==> src/rtl/lsu_pkg.sv <==
// lsu_pkg: size encodings, FSM states and byte-enable/offset helpers for the load/store unit.
package lsu_pkg;
  localparam logic [1:0] SZ_B = 2'b00;
  localparam logic [1:0] SZ_H = 2'b01;
  localparam logic [1:0] SZ_W = 2'b10;

  typedef enum logic [1:0] {LSU_IDLE, LSU_REQ, LSU_RESP} lsu_state_e;

  // Lane offset with the low bits a misaligned access cannot use forced to 0.
  function automatic logic [1:0] off_of(input logic [1:0] size, input logic [1:0] a);
    return size == SZ_B ? a : size == SZ_H ? {a[1], 1'b0} : 2'b00;
  endfunction

  function automatic logic [3:0] be_of(input logic [1:0] size, input logic [1:0] a);
    return size == SZ_B ? 4'b0001 << a : size == SZ_H ? 4'b0011 << {a[1], 1'b0} : 4'b1111;
  endfunction
endpackage

==> src/rtl/lsu_align.sv <==
// lsu_align: store byte-enable/data lane formatting and load lane extract with sign/zero extension.
import lsu_pkg::*;

module lsu_align (
  input  logic [1:0]  size_i,
  input  logic [1:0]  a_i,
  input  logic        uns_i,
  input  logic [31:0] din_i,
  input  logic [31:0] rdata_i,
  output logic [3:0]  be_o,
  output logic [31:0] wdata_o,
  output logic [31:0] ld_o
);
  logic [31:0] sh;

  assign be_o    = be_of(size_i, a_i);
  assign wdata_o = size_i == SZ_B ? {4{din_i[7:0]}} : size_i == SZ_H ? {2{din_i[15:0]}} : din_i;
  assign sh      = rdata_i >> {off_of(size_i, a_i), 3'b000};
  assign ld_o    = size_i == SZ_B ? {{24{~uns_i & sh[7]}}, sh[7:0]} :
                   size_i == SZ_H ? {{16{~uns_i & sh[15]}}, sh[15:0]} : rdata_i;
endmodule

==> src/rtl/lsu_ctrl.sv <==
// lsu_ctrl: load/store initiator FSM holding a byte-enabled word request until dm_ack.
// Define LSU_ALIGN_CHECK_EN to reject misaligned halfword/word accesses with an addr_err pulse.
import lsu_pkg::*;

module lsu_ctrl #(
  parameter int AW = 32
) (
  input  logic          clk,
  input  logic          rst,
  input  logic          ex_valid,
  output logic          ex_ready,
  input  logic          MemRead,
  input  logic          MemWrite,
  input  logic [1:0]    size,
  input  logic          load_unsigned,
  input  logic [AW-1:0] ALU_result,
  input  logic [31:0]   din,
  output logic          dm_req,
  output logic          dm_we,
  output logic [AW-3:0] dm_addr,
  output logic [3:0]    dm_be,
  output logic [31:0]   dm_wdata,
  input  logic          dm_ack,
  input  logic [31:0]   dm_rdata,
  output logic          done,
  output logic [31:0]   dout,
  output logic          addr_err
);
  lsu_state_e  state_q, state_d;
  logic        we_q, uns_q, err_q, err_d;
  logic [1:0]  size_q, a_q;
  logic [3:0]  be_q;
  logic [AW-3:0] addr_q;
  logic [31:0] wdata_q, dout_q;
  logic        idle, accept, go, uns;
  logic [1:0]  sz, a;
  logic [3:0]  be;
  logic [31:0] wd, ld;

  assign idle   = state_q == LSU_IDLE;
  // Live inputs format the store at accept; the latched op drives the load extract later.
  assign sz     = idle ? size : size_q;
  assign a      = idle ? ALU_result[1:0] : a_q;
  assign uns    = idle ? load_unsigned : uns_q;
  assign accept = ex_valid & idle & (MemRead | MemWrite);

`ifdef LSU_ALIGN_CHECK_EN
  logic mis;
  assign mis   = (sz == SZ_H & a[0]) | (sz[1] & |a);
  assign go    = accept & ~mis;
  assign err_d = accept & mis;
`else
  assign go    = accept;
  assign err_d = 1'b0;
`endif

  lsu_align u_align (
    .size_i  (sz),
    .a_i     (a),
    .uns_i   (uns),
    .din_i   (din),
    .rdata_i (dm_rdata),
    .be_o    (be),
    .wdata_o (wd),
    .ld_o    (ld)
  );

  always_comb begin
    state_d = idle ? (go ? LSU_REQ : LSU_IDLE) :
              state_q == LSU_REQ ? (dm_ack ? LSU_RESP : LSU_REQ) : LSU_IDLE;
  end

  always_ff @(posedge clk) begin
    if (rst) begin
      state_q <= LSU_IDLE;
      we_q    <= 1'b0;
      uns_q   <= 1'b0;
      err_q   <= 1'b0;
      size_q  <= 2'b00;
      a_q     <= 2'b00;
      be_q    <= 4'b0000;
      addr_q  <= '0;
      wdata_q <= 32'd0;
      dout_q  <= 32'd0;
    end else begin
      state_q <= state_d;
      err_q   <= err_d;
      dout_q  <= (state_q == LSU_REQ && dm_ack && !we_q) ? ld : 32'd0;
      if (go) begin
        we_q    <= MemWrite;
        uns_q   <= load_unsigned;
        size_q  <= size;
        a_q     <= ALU_result[1:0];
        be_q    <= be;
        addr_q  <= ALU_result[AW-1:2];
        wdata_q <= wd;
      end
    end
  end

  assign ex_ready = idle;
  assign dm_req   = state_q == LSU_REQ;
  assign dm_we    = we_q;
  assign dm_addr  = addr_q;
  assign dm_be    = be_q;
  assign dm_wdata = wdata_q;
  assign done     = state_q == LSU_RESP;
  assign dout     = dout_q;
  assign addr_err = err_q;
endmodule

==> config.mk <==
export PLATFORM = sky130hd
export DESIGN_NAME = lsu_ctrl
export DESIGN_NICKNAME = d
export VERILOG_FILES = /design/src/rtl/lsu_pkg.sv /design/src/rtl/lsu_align.sv /design/src/rtl/lsu_ctrl.sv
export SDC_FILE = /design/constraint.sdc
export NUM_CORES = 1
export LEC_CHECK = 0
export BUFFER_PORTS_ARGS = -buffer_cell sky130_fd_sc_hd__buf_4
export CORE_ASPECT_RATIO = 1.4
export CORE_UTILIZATION = 45
export CTS_BUF_LIST = sky130_fd_sc_hd__clkbuf_8
export DETAILED_ROUTE_END_ITERATION = 10
export GPL_TIMING_DRIVEN = 0
export PLACE_DENSITY = 0.88
export SYNTH_ARGS = -nofsm -noshare
export SYNTH_HDL_FRONTEND = slang
export SYNTH_SLANG_ARGS = --single-unit
==> constraint.sdc <==
create_clock -name clk -period 3.1 [get_ports clk]
set_input_delay 0 -clock clk [delete_from_list [all_inputs] [get_ports clk]]
set_output_delay 0 -clock clk [all_outputs]
set_load 0.005 [all_outputs]
==> metrics.md, run 1 <==
| Metric | Value |
|---|---|
| Die ar. | 9730 um^2 |
| Synth-to-layout area growth | 65.7% |
| Proportion of synthesized area in mux cells | 0.0465 |
| Setup crit start kind | flop |
| Die Ht | about 120 um |
| Seq cells post-synth | 106 |
| Core Region | roughly 9000 um^2 |
| Grt ovf | 0 |
| Avg Vias per Cell | 5.64 |
| Overall power | between 3000 and 4000 uW |
| TritonCTS clock tree | built |
| Max_cap viols | 0 |
| PortBufs | approximately 200 |
| Met3 routed WL | 1480 um |
| Worst reg2reg endpoint | dm_wdata[19]$_SDFFE_PP0P_ |
| Max Slew Vio Count | 0 |
| CP arrival | 3010 ps |
| HP Class | in -> reg |
| Worst path required time | ~3400 ps |
| RSZ-0062 raised after global routing | false |
| Most frequent cells in the layout | buf_4, nand2_1, dfxtp_1 |
| Cell Pwr Density | roughly 430 nW/um^2 |
| Simple-Gate Fraction of Synth Area | 0.219 |
| CTS sink cnt | 106 |
| Initial antenna violation count | 0 |
| WL met1 | about 5600 um |
| Yosys warns | 0 |
| Combinational power share | 0.242 |
| Post-Syn Nets | 599 |
| Critical path class | reg -> reg |
| Clock Tree Buf Depth | 2 |
| Drt pass-1 iters | 5 |
| Clk Latency, worst-skew pair | between 300 and 400 ps |
| XOR/XNOR Fraction of Synth Area | 0 |
| Highest Signal Layer | met4 |
| Setup TNS | 0 ps |
| Drt initial violations | 410 |
| Synthesized area per cell | 8.51 um^2 |
| Lkg Pwr | 0.00321 uW |
| Crit path to | dm_wdata[19]$_SDFFE_PP0P_ |
| P_int | between 2000 and 2500 uW |
| Sequential group share of total power | 0.494 |
| Sequential cell area fraction in the yosys report | 0.505 |
| Outcome | complete, no violations |
| Crit Path Max Fanout | 10 |
| Area leader, netlist | dfxtp_1 |
| Routed length per instance | 18.6 um |
| Site Rows | between 40 and 50 |
| Switching portion of total power | 0.288 |
| Critical path origin | state_q[0]$_SDFF_PP0_ |
| Endpoints failing setup | 0 |
| Peak supply drop | about 360 uV |
| Die width | approximately 84 um |
| R2r worst-path depth | 7 |
| Clock-pin slew on the worst setup and hold paths | approximately 100 ps |
| Flop2flop setup slack | between 400 and 500 ps |
| Slew HR | 0.384 |
| Final period util | 0.868 |
| Drt drc | 0 |
| Initial Utilization | 0.465 |
| Fmax | between 0.3 and 0.4 GHz |
| Post-synth top area share | 0.505 |
| Final HPWL DP | between 10000 and 15000 um |
| Synth unique cells | 42 |
| Final WL | between 15000 and 20000 um |
| Share of cells above drive strength 1 | 0.318 |
| H-tree levels | 3 |
| Cells after Synth | just under 500 |
| First-pass GRT wire length | between 20000 and 30000 um |
| DR vias | 5141 |
| Transition time of the tightest slew-check pin | 899 ps |
| Sw power | 870 uW |
| Worst Skew | ~14 ps |
| Adder and majority gate portion of the synthesized area | 0 |
| Fin crit period | ~2700 ps |
| Commonest non-fill, non-tap cell in the layout | buf_4 |
| Largest family of logic cells by synthesized area | simple AND/OR/NAND/NOR gates |
| CTS root buffer | clkbuf_8 |
| GRT Resource Usage Total | 0.340 |
| Synth Cell Area | 4200 um^2 |
| CP endpoint kind | flop |
| Complex-gate fraction of the synthesized area | 0.183 |
| CTS Buf Count | 9 |
| Largest net degree at the start of global routing | 17 |
| Nets | between 900 and 1000 |
| Routability cong. | 0.871 |
| Clk network pwr share | 0.264 |
| Detail Route Antenna Nets | 0 |
| Ports | 208 |
| Synth top area cells | dfxtp_1, nand2_1, a21oi_1, a311oi_1, nor2_1 |
| Worst r2r src | state_q[0]$_SDFF_PP0_ |
| Metal2 WL | between 8000 and 9000 um |
| Antenna Cells | 0 |
| Number of global-route vias before repair | ~5400 |
| Final Hold Violating Endpoints | 0 |
==> timing repair <==
item                      CTS  global route
gates resized for setup     0             0
setup buffers               0             0
hold buffers               90             0
hold endpoints to repair   87             0
==> cell type report <==
class | count | area (um^2)
multi-input combinational | 347 | 1890
sequential | 106 | 2120
tap | 107 | 134
inverter | 4 | 20.0
clock inverter | 4 | 27.5
buffer | 37 | 173
fill | 566 | 2070
clock buffer | 11 | 151
timing repair buffer | 296 | 2450
==> flip-flops by register name, indices dropped and copies added (netlist names) <==
| signal | count |
|---|---|
| dm_we | 1 |
| size_q | 2 |
| dout | 32 |
| uns_q | 1 |
| dm_addr | 30 |
| state_q | 2 |
| dm_be | 4 |
| a_q | 2 |
| dm_wdata | 32 |
==> worst min path at each step <==
stage	from	to	slack, ps	cells past startpoint
global route	dm_rdata[13]	dout[13]$_SDFF_PP0_	30	4
CTS	dm_rdata[8]	dout[8]$_SDFF_PP0_	0.03	3
finish	dm_rdata[8]	dout[8]$_SDFF_PP0_	7	3
detailed placement	dm_rdata[25]	dout[25]$_SDFF_PP0_	210	3
global placement	dm_rdata[26]	dout[26]$_SDFF_PP0_	200	3
floorplan	dm_rdata[30]	dout[30]$_SDFF_PP0_	100	2
==> power groups by stage <==
| stage | Clock [uW] | Sequential [uW] | Combinational (uW) |
|---|---|---|---|
| detailed placement | 0 | 1520 | 599 |
| CTS | 803 | 1490 | 697 |
| global placement | 0 | 1510 | 584 |
| finish | 798 | 1490 | 731 |
| global route | 858 | 1500 | 777 |
| floorplan | 0 | 1520 | 277 |
==> synth_stat cells <==
| cell type | count |
|---|---|
| nand2_1 | 159 |
| dfxtp_1 | 106 |
| a21oi_1 | 47 |
| nor2_1 | 33 |
| a311oi_1 | 19 |
| a211oi_1 | 16 |
| clkbuf_1 | 16 |
| buf_2 | 9 |
| a22oi_1 | 8 |
| buf_1 | 8 |
| nor2b_1 | 8 |
| mux2i_1 | 7 |
| a222oi_1 | 5 |
| o31ai_1 | 5 |
| mux2_2 | 4 |
| o21ai_0 | 4 |
| inv_1 | 3 |
| nand2b_1 | 3 |
| nand3_1 | 3 |
| nor3_1 | 3 |
| buf_4 | 2 |
| buf_6 | 2 |
| mux2_4 | 2 |
| mux2i_2 | 2 |
| nor3_2 | 2 |
| or2_2 | 2 |
| a21o_1 | 1 |
| a22oi_2 | 1 |
| a31oi_2 | 1 |
| a32oi_2 | 1 |
| conb_1 | 1 |
| inv_6 | 1 |
| mux4_2 | 1 |
| nand2_4 | 1 |
| nand4bb_1 | 1 |
| nor2_2 | 1 |
| nor4b_2 | 1 |
| o31a_1 | 1 |
| o31ai_4 | 1 |
| or2_1 | 1 |
| or3_1 | 1 |
| or4_4 | 1 |
==> cells by family (layout without fill, tap and decap cells) <==
kind of cell	Yosys count	after routing
AOI/OAI and AO/OA	110	110
DFF	106	106
muxes	16	16
and+or+nand+nor	220	220
other	1	1
buffers and inverters	41	352
==> per-layer routing <==
layer  vias to the layer above  GRT usage
met5                         -          0
met4                         0      0.235
met3                       100     0.0813
met2                       363      0.629
met1                      2379      0.338
li1                       2299          -
==> critical path: stages, from the launching register on <==
cell           delay, ps
dfxtp_1              380
or2_1                250
buf_6                150
inv_6                100
mux2i_2              670
nand2_1              180
a311oi_1             330
dlygate4sd3_1        580
==> stage by stage <==
step / util / setup WS [ps] / instance area [um^2] / hold slack [ps] / std cells
5_1_grt: 0.771 / 316 / 6960 / 32.0 / 912
2_1_floorplan: - / 1110 / 4200 / 98.9 / 494
6_report: 0.771 / 411 / 6960 / 7.34 / 912
3_3_place_gp: 0.651 / 923 / 5880 / 204 / 807
4_1_cts: 0.771 / 513 / 6960 / 0.0329 / 912
3_5_place_dp: 0.651 / 869 / 5880 / 208 / 807
Power figures use the tool's default switching activity.
==> run 2: changes to the inputs <==
--- a/config.mk
+++ b/config.mk
@@ -13,2 +13,3 @@
 export GPL_TIMING_DRIVEN = 0
+export HOLD_SLACK_MARGIN = 0.1
 export PLACE_DENSITY = 0.88
==> constraint.sdc (replaced) <==
create_clock -name clk -period 3.1 [get_ports clk]
set_input_delay 0.31 -clock clk [delete_from_list [all_inputs] [get_ports clk]]
set_output_delay 0.31 -clock clk [all_outputs]
set_load 0.005 [all_outputs]
==> run 2 against run 1 <==
Worst setup slack better by 430 ps. Design area fell by 13%. Final cell count decreased by 9.9%. Sequential power hardly changed. Fmax rose by 19%. Critical path type unchanged. Largest cell class is now sequential cells. Highest routed layer unchanged.
==> metrics.md, run 2 (synthesized netlist as in run 1, its figures left out) <==
| Metric | Value |
|---|---|
| Nets | 816 (was 906) |
| Dpl cells | 807 (unchanged) |
| HP Class | in -> reg (unchanged) |
| Grt ovf | 0 (unchanged) |
| CP arrival | 2520 ps (was 3010 ps) |
| GRT Resource Usage Total | 0.268 (was 0.340) |
| CTS root buffer | clkbuf_8 (unchanged) |
| Initial antenna violation count | 0 (unchanged) |
| Peak supply drop | 312 uV (was 363 uV) |
| RSZ-0062 raised after global routing | false (unchanged) |
| Final Hold Violating Endpoints | 0 (unchanged) |
| Avg Vias per Cell | 5.39 (was 5.64) |
| Crit-path cells | or2_1 -> buf_6 -> a31oi_2 -> mux2_2 -> a32oi_2 -> buf_6 -> nand2_1 (was or2_1 -> buf_6 -> inv_6 -> mux2i_2 -> nand2_1 -> a311oi_1 -> dlygate4sd3_1) |
| Routed length per instance | 16.5 um (was 18.6 um) |
| CTS Buf Count | 9 (unchanged) |
| Slew HR | 0.349 (was 0.384) |
| PortBufs | 206 (unchanged) |
| Fin crit period | 2260 ps (was 2690 ps) |
| Final period util | 0.728 (was 0.868) |
| Core Region | 9030 um^2 (unchanged) |
| Clk Latency, worst-skew pair | 370 ps (about the same) |
| Non-Filler Instances | 822 (was 912) |
| Detail Route Antenna Nets | 0 (unchanged) |
| Worst path bufs/invs | 2 (was 3) |
| Worst path required time | 3360 ps (was 3420 ps) |
| Drt initial violations | 359 (was 410) |
| Max_cap viols | 0 (unchanged) |
| Fmax | 0.443 GHz (was 0.372 GHz) |
| Slowest-stage cell, CP | mux2_2 (was mux2i_2) |
| Ports | 208 (unchanged) |
| Die Ht | 116 um (unchanged) |
| Transition time of the tightest slew-check pin | 950 ps (was 899 ps) |
| Routability cong. | 0.871 (unchanged) |
| Most frequent cells in the layout | buf_4, nand2_1, dfxtp_1 (unchanged) |
| Postcts setup bufs | 0 (unchanged) |
| Antenna Cells | 0 (unchanged) |
| DR vias | 4432 (was 5141) |
| Final HPWL DP | 10400 um (unchanged) |
| Setup TNS | 0 ps (unchanged) |
| Max Slew Vio Count | 0 (unchanged) |
| Initial Utilization | 0.465 (unchanged) |
| H-tree levels | 3 (unchanged) |
| Number of global-route vias before repair | 4342 (was 5367) |
| Critical path class | reg -> reg (unchanged) |
| Final WL | 13500 um (was 17000 um) |
| Site Rows | 41 (unchanged) |
| CP top delay family | compound AO/OA/AOI/OAI gates (was buffers and inverters) |
| Worst Skew | 11.8 ps (was 14.5 ps) |
| CP endpoint kind | flop (unchanged) |
| Lkg Pwr | 0.00282 uW (was 0.00321 uW) |
| Endpoints failing setup | 0 (unchanged) |
| Largest net degree at the start of global routing | 17 (unchanged) |
| Clock Tree Buf Depth | 2 (unchanged) |
| Post-DP Area | 5880 um^2 (unchanged) |
| Die width | 83.7 um (unchanged) |
| Outcome | complete, no violations (unchanged) |
| Setup crit start kind | flop (unchanged) |
| Crit Path Max Fanout | 10 (unchanged) |
| FILL cells | 764 (was 566) |
| Cts hold-fix bufs | 0 (was 90) |
| Share of cells above drive strength 1 | 0.358 (was 0.318) |
| Cell Pwr Density | 476 nW/um^2 (was 434 nW/um^2) |
| Utilization after layout | 0.671 (was 0.771) |
| Commonest non-fill, non-tap cell in the layout | buf_4 (unchanged) |
| Drt pass-1 iters | 5 (unchanged) |
| First-pass GRT wire length | 20600 um (was 26000 um) |
| Post-CTS Resized | 0 (unchanged) |
| CTS sink cnt | 106 (unchanged) |
| Critical path's most frequent cell | buf_6 |
| Max stage delay on crit path | 430 ps (was 670 ps) |
| Clock-pin slew on the worst setup and hold paths | 90 ps (was 100 ps) |
| Die ar. | 9730 um^2 (unchanged) |
| Design area | 6060 um^2 (was 6960 um^2) |
| Drt drc | 0 (unchanged) |
| Synth-to-layout area growth | 44.3% (was 65.7%) |
| TritonCTS clock tree | built (unchanged) |
| Overall power | 2890 uW (was 3020 uW) |
[run 2: worst paths after layout]
check	slack, ps	cells after the start	start	to
worst min-delay path	150	3	dm_rdata[25]	dout[25]$_SDFF_PP0_
worst min register to register	460	2	dm_wdata[1]$_SDFFE_PP0P_	dm_wdata[1]$_SDFFE_PP0P_
worst max-delay path	840	7	state_q[0]$_SDFF_PP0_	dout[28]$_SDFF_PP0_
worst max register to register	840	7	state_q[0]$_SDFF_PP0_	dout[28]$_SDFF_PP0_
[run 2: metrics by stage]
| step | hold slack (ps) | setup slack [ps] |
|---|---|---|
| floorplan | 409 | 1110 |
| global placement | 442 | 923 |
| detailed placement | 448 | 869 |
| CTS | 131 | 846 |
| global route | 142 | 721 |
| finish | 146 | 842 |
[run 2: worst register-to-register path, cell delays in order (launching register included)]
cell	delay (ps)
dfxtp_1	380
or2_1	250
buf_6	150
a31oi_2	300
mux2_2	430
a32oi_2	390
buf_6	210
nand2_1	60
[run 2: area by class of cell]
type	count	area (um^2)	area share
Tap cell	107	134	0.0221
Sequential cell	106	2120	0.350
Clock buffer	11	151	0.0250
Multi-Input combinational cell	347	1890	0.311
Timing Repair Buffer	206	1550	0.255
Inverter	4	20.0	0.00330
Buffer	37	173	0.0285
Clock inverter	4	27.5	0.00454
[run 2: report_power, final]
group,switching (uW),internal (uW)
logic,306,298
registers,46.4,1440
clock network,462,333
[run 2: metal layers]
metal	part of all wire	GRT usage	vias to the layer above
li1	-	-	2120
met1	0.37	0.293	2046
met2	0.52	0.488	225
met3	0.074	0.0565	41
met4	0.035	0.144	0
met5	0	0	-
==> run 3: changes to the inputs <==
- ABC_AREA: default -> 1
- PLACE_DENSITY: 0.88 -> 0.86
- clock period: 3.1 -> 2.2 ns (I/O delays scaled with it)
==> run 3 against run 2 <==
Final cell count increased by 25%. Non-clock buffer count increased by 40. Critical path depth increased by 2. Global-route usage increased by 3.8 points. Clock power increased by 57%. Utilization increased by 2.5 points. Die area increased by 9.9%. Critical endpoint is now dm_wdata[12]$_SDFFE_PP0P_.
==> metrics.md, run 3 <==
| Metric | Value |
|---|---|
| Outcome | complete, no violations (unchanged) |
| H-tree levels | 3 (unchanged) |
| Dominant synthesized flop cell | dfxtp_1 (unchanged) |
| CTS sink cnt | 106 (unchanged) |
| Synth Cell Area | 4620 um^2 (was 4200 um^2) |
| Routability cong. | 0.886 (was 0.871) |
| Share of flip-flops with an asynchronous set or reset | 0 (unchanged) |
| Non-Filler Instances | 1024 (was 822) |
| Synthesized area per cell | 7.35 um^2 (was 8.51 um^2) |
| Synth top area cells | dfxtp_1, nand2_1, nor2_1, o21ai_0, inv_1 (was dfxtp_1, nand2_1, a21oi_1, a311oi_1, nor2_1) |
| Largest family of logic cells by synthesized area | simple AND/OR/NAND/NOR gates (unchanged) |
| Routed length per instance | 15.7 um (was 16.5 um) |
| Hold_ws | 127 ps (was 146 ps) |
| Area leader, netlist | dfxtp_1 (unchanged) |
| Drt pass-1 iters | 6 (was 5) |
| First-pass GRT wire length | 25000 um (was 20600 um) |
| Register area | 2120 um^2 (about the same) |
| Setup TNS | 0 ps (unchanged) |
| Multi-input gate area | 2130 um^2 (was 1890 um^2) |
| Worst Skew | 12.9 ps (was 11.8 ps) |
| Largest net degree at the start of global routing | 18 (was 17) |
| Avg Vias per Cell | 5.20 (was 5.39) |
| Fmax | 0.498 GHz (was 0.443 GHz) |
| Seq cells post-synth | 106 (unchanged) |
| CP endpoint kind | flop (unchanged) |
| FILL cells | 782 (was 764) |
| Critical path class | reg -> reg (unchanged) |
| CP arrival | 2280 ps (was 2520 ps) |
| Final worst setup slack | 192 ps (was 842 ps) |
| Fin crit period | 2010 ps (was 2260 ps) |
| Complex-gate fraction of the synthesized area | 0.161 (was 0.183) |
| Final period util | 0.913 (was 0.728) |
| Crit Path Max Fanout | 10 (unchanged) |
| Die Ht | 122 um (was 116 um) |
| Clock Tree Buf Depth | 2 (unchanged) |
| Initial Utilization | 0.465 (about the same) |
| Die ar. | 10700 um^2 (was 9730 um^2) |
| HP Class | in -> reg (unchanged) |
| Nets | 989 (was 816) |
| Drt drc | 0 (unchanged) |
| Synth cell count leaders | nand2_1, dfxtp_1, nor2_1, o21ai_0, inv_1 (was nand2_1, dfxtp_1, a21oi_1, nor2_1, a311oi_1) |
| Final HPWL DP | 11100 um (was 10400 um) |
| XOR/XNOR Fraction of Synth Area | 0 (unchanged) |
| Post-Syn Nets | 734 (was 599) |
| Design area | 6930 um^2 (was 6060 um^2) |
| Synth-to-layout area growth | 49.9% (was 44.3%) |
| Initial antenna violation count | 0 (unchanged) |
| Synth unique cells | 34 (was 42) |
| RSZ-0062 raised after global routing | false (unchanged) |
| Cells after Synth | 629 (was 494) |
| Cell Pwr Density | 653 nW/um^2 (was 476 nW/um^2) |
| Sequential cell area fraction in the yosys report | 0.459 (was 0.505) |
| Peak supply drop | 631 uV (was 312 uV) |
| Share of cells above drive strength 1 | 0.324 (was 0.358) |
| Setup crit start kind | flop (unchanged) |
| DR vias | 5328 (was 4432) |
| Pre-CTS WS | 157 ps (was 869 ps) |
| GRT Resource Usage Total | 0.306 (was 0.268) |
| Dpl cells | 969 (was 807) |
| Proportion of synthesized area in mux cells | 0 (was 0.0465) |
| Post-DP Area | 6330 um^2 (was 5880 um^2) |
| Number of global-route vias before repair | 5247 (was 4342) |
| TritonCTS clock tree | built (unchanged) |
| Worst path required time | 2470 ps (was 3360 ps) |
| Clk Latency, worst-skew pair | 380 ps (was 370 ps) |
| Clock-pin slew on the worst setup and hold paths | 100 ps (was 90 ps) |
| Flop2flop setup slack | 190 ps (was 840 ps) |
| Grt ovf | 0 (unchanged) |
| Simple-Gate Fraction of Synth Area | 0.296 (was 0.219) |
| Site Rows | 43 (was 41) |
| Yosys warns | 0 (unchanged) |
| Ports | 208 (unchanged) |
| Slew HR | 0.629 (was 0.349) |
| Drt initial violations | 312 (was 359) |
| Antenna Cells | 0 (unchanged) |
| PortBufs | 205 (was 206) |
| Commonest non-fill, non-tap cell in the layout | buf_4 (unchanged) |
| Max_cap viols | 0 (unchanged) |
| Post-synth top area share | 0.459 (was 0.505) |
| Final Hold Violating Endpoints | 0 (unchanged) |
| Max Slew Vio Count | 0 (unchanged) |
| CTS root buffer | clkbuf_8 (unchanged) |
| Detail Route Antenna Nets | 0 (unchanged) |
| Adder and majority gate portion of the synthesized area | 0 (unchanged) |
| CTS Buf Count | 9 (unchanged) |
| Most common cell in the netlist | nand2_1 (unchanged) |
| Core Region | 9950 um^2 (was 9030 um^2) |
| Transition time of the tightest slew-check pin | 556 ps (was 950 ps) |
| Most frequent cells in the layout | buf_4, nand2_1, dfxtp_1 (unchanged) |
| Final WL | 16100 um (was 13500 um) |
| Endpoints failing setup | 0 (unchanged) |
| Number of flops mapped to enable cells by yosys | 0 (unchanged) |
| Die width | 87.7 um (was 83.7 um) |
| Lkg Pwr | 0.00345 uW (was 0.00282 uW) |
## run 3: cell count changes after synthesis, moves of 24 or more
cell     before  now
nand2_1     159  131
nor2_1       33  101
inv_1         3   48
nand3_1       3   34
a21oi_1      47   23
o21ai_0       4   60
## run 3: kinds of logic (layout without fill, tap and decap cells)
| family | count (synthesis) | count (layout) |
|---|---|---|
| other cells | 1 | 1 |
| compound gates | 123 | 123 |
| buf+inv | 94 | 353 |
| simple gates | 305 | 306 |
| flops | 106 | 106 |
## run 3: layer usage
layer  vias to the layer above  wire (um)  part of all wire  GRT usage
li1                       2541          -                 -          -
met1                      2416       5650              0.35      0.320
met2                       287       8110              0.51      0.542
met3                        84       1360             0.085     0.0745
met4                         0        945             0.059      0.190
met5                         -          0                 0          0
## run 3: area by class of cell
class / instances / share of cell area
tap: 135 / 0.0244
multi-input combinational: 430 / 0.308
clock buffer: 10 / 0.0199
timing repair buffer: 243 / 0.276
inverter: 54 / 0.0292
buffer: 40 / 0.0263
sequential: 106 / 0.306
clock inverter: 6 / 0.00938
## run 3: final timing paths
path	startpoint	end	cells past startpoint
worst min register to register	uns_q$_SDFFE_PP0P_	uns_q$_SDFFE_PP0P_	2
worst max register to register	state_q[1]$_SDFF_PP0_	dm_wdata[12]$_SDFFE_PP0P_	9
worst min-delay path	din[6]	dm_wdata[6]$_SDFFE_PP0P_	3
worst max-delay path	state_q[1]$_SDFF_PP0_	dm_wdata[12]$_SDFFE_PP0P_	9
## run 3: where the power goes
group          switching, uW  leakage, uW  internal [uW]  total [uW]
sequential              72.7     0.000870           2050        2120
combinational            627      0.00248            527        1150
clock                    691     0.000103            560        1250
## run 3: per-stage QoR
step / util / power, uW
global placement: 0.636 / 3200
global route: 0.697 / 4730
CTS: 0.694 / 4500
floorplan: - / 2710
finish: 0.697 / 4520
detailed placement: 0.636 / 3220
## run 3: worst max-delay path, stage by stage, from the launching register on
cell and delay [ps]:
dfxtp_2 370, inv_2 70, nand2_2 110, nand2_1 120, nand2_4 130, nor2_4 260
clkbuf_1 480, nor2_1 100, o221ai_1 200, inv_1 60
## run 3: what timing repair did
action                     CTS  global route
hold endpoints to repair    37             0
setup buffers                0             1
gates resized for setup      0             4
setup endpoints to repair    0             4
hold buffers                37             0
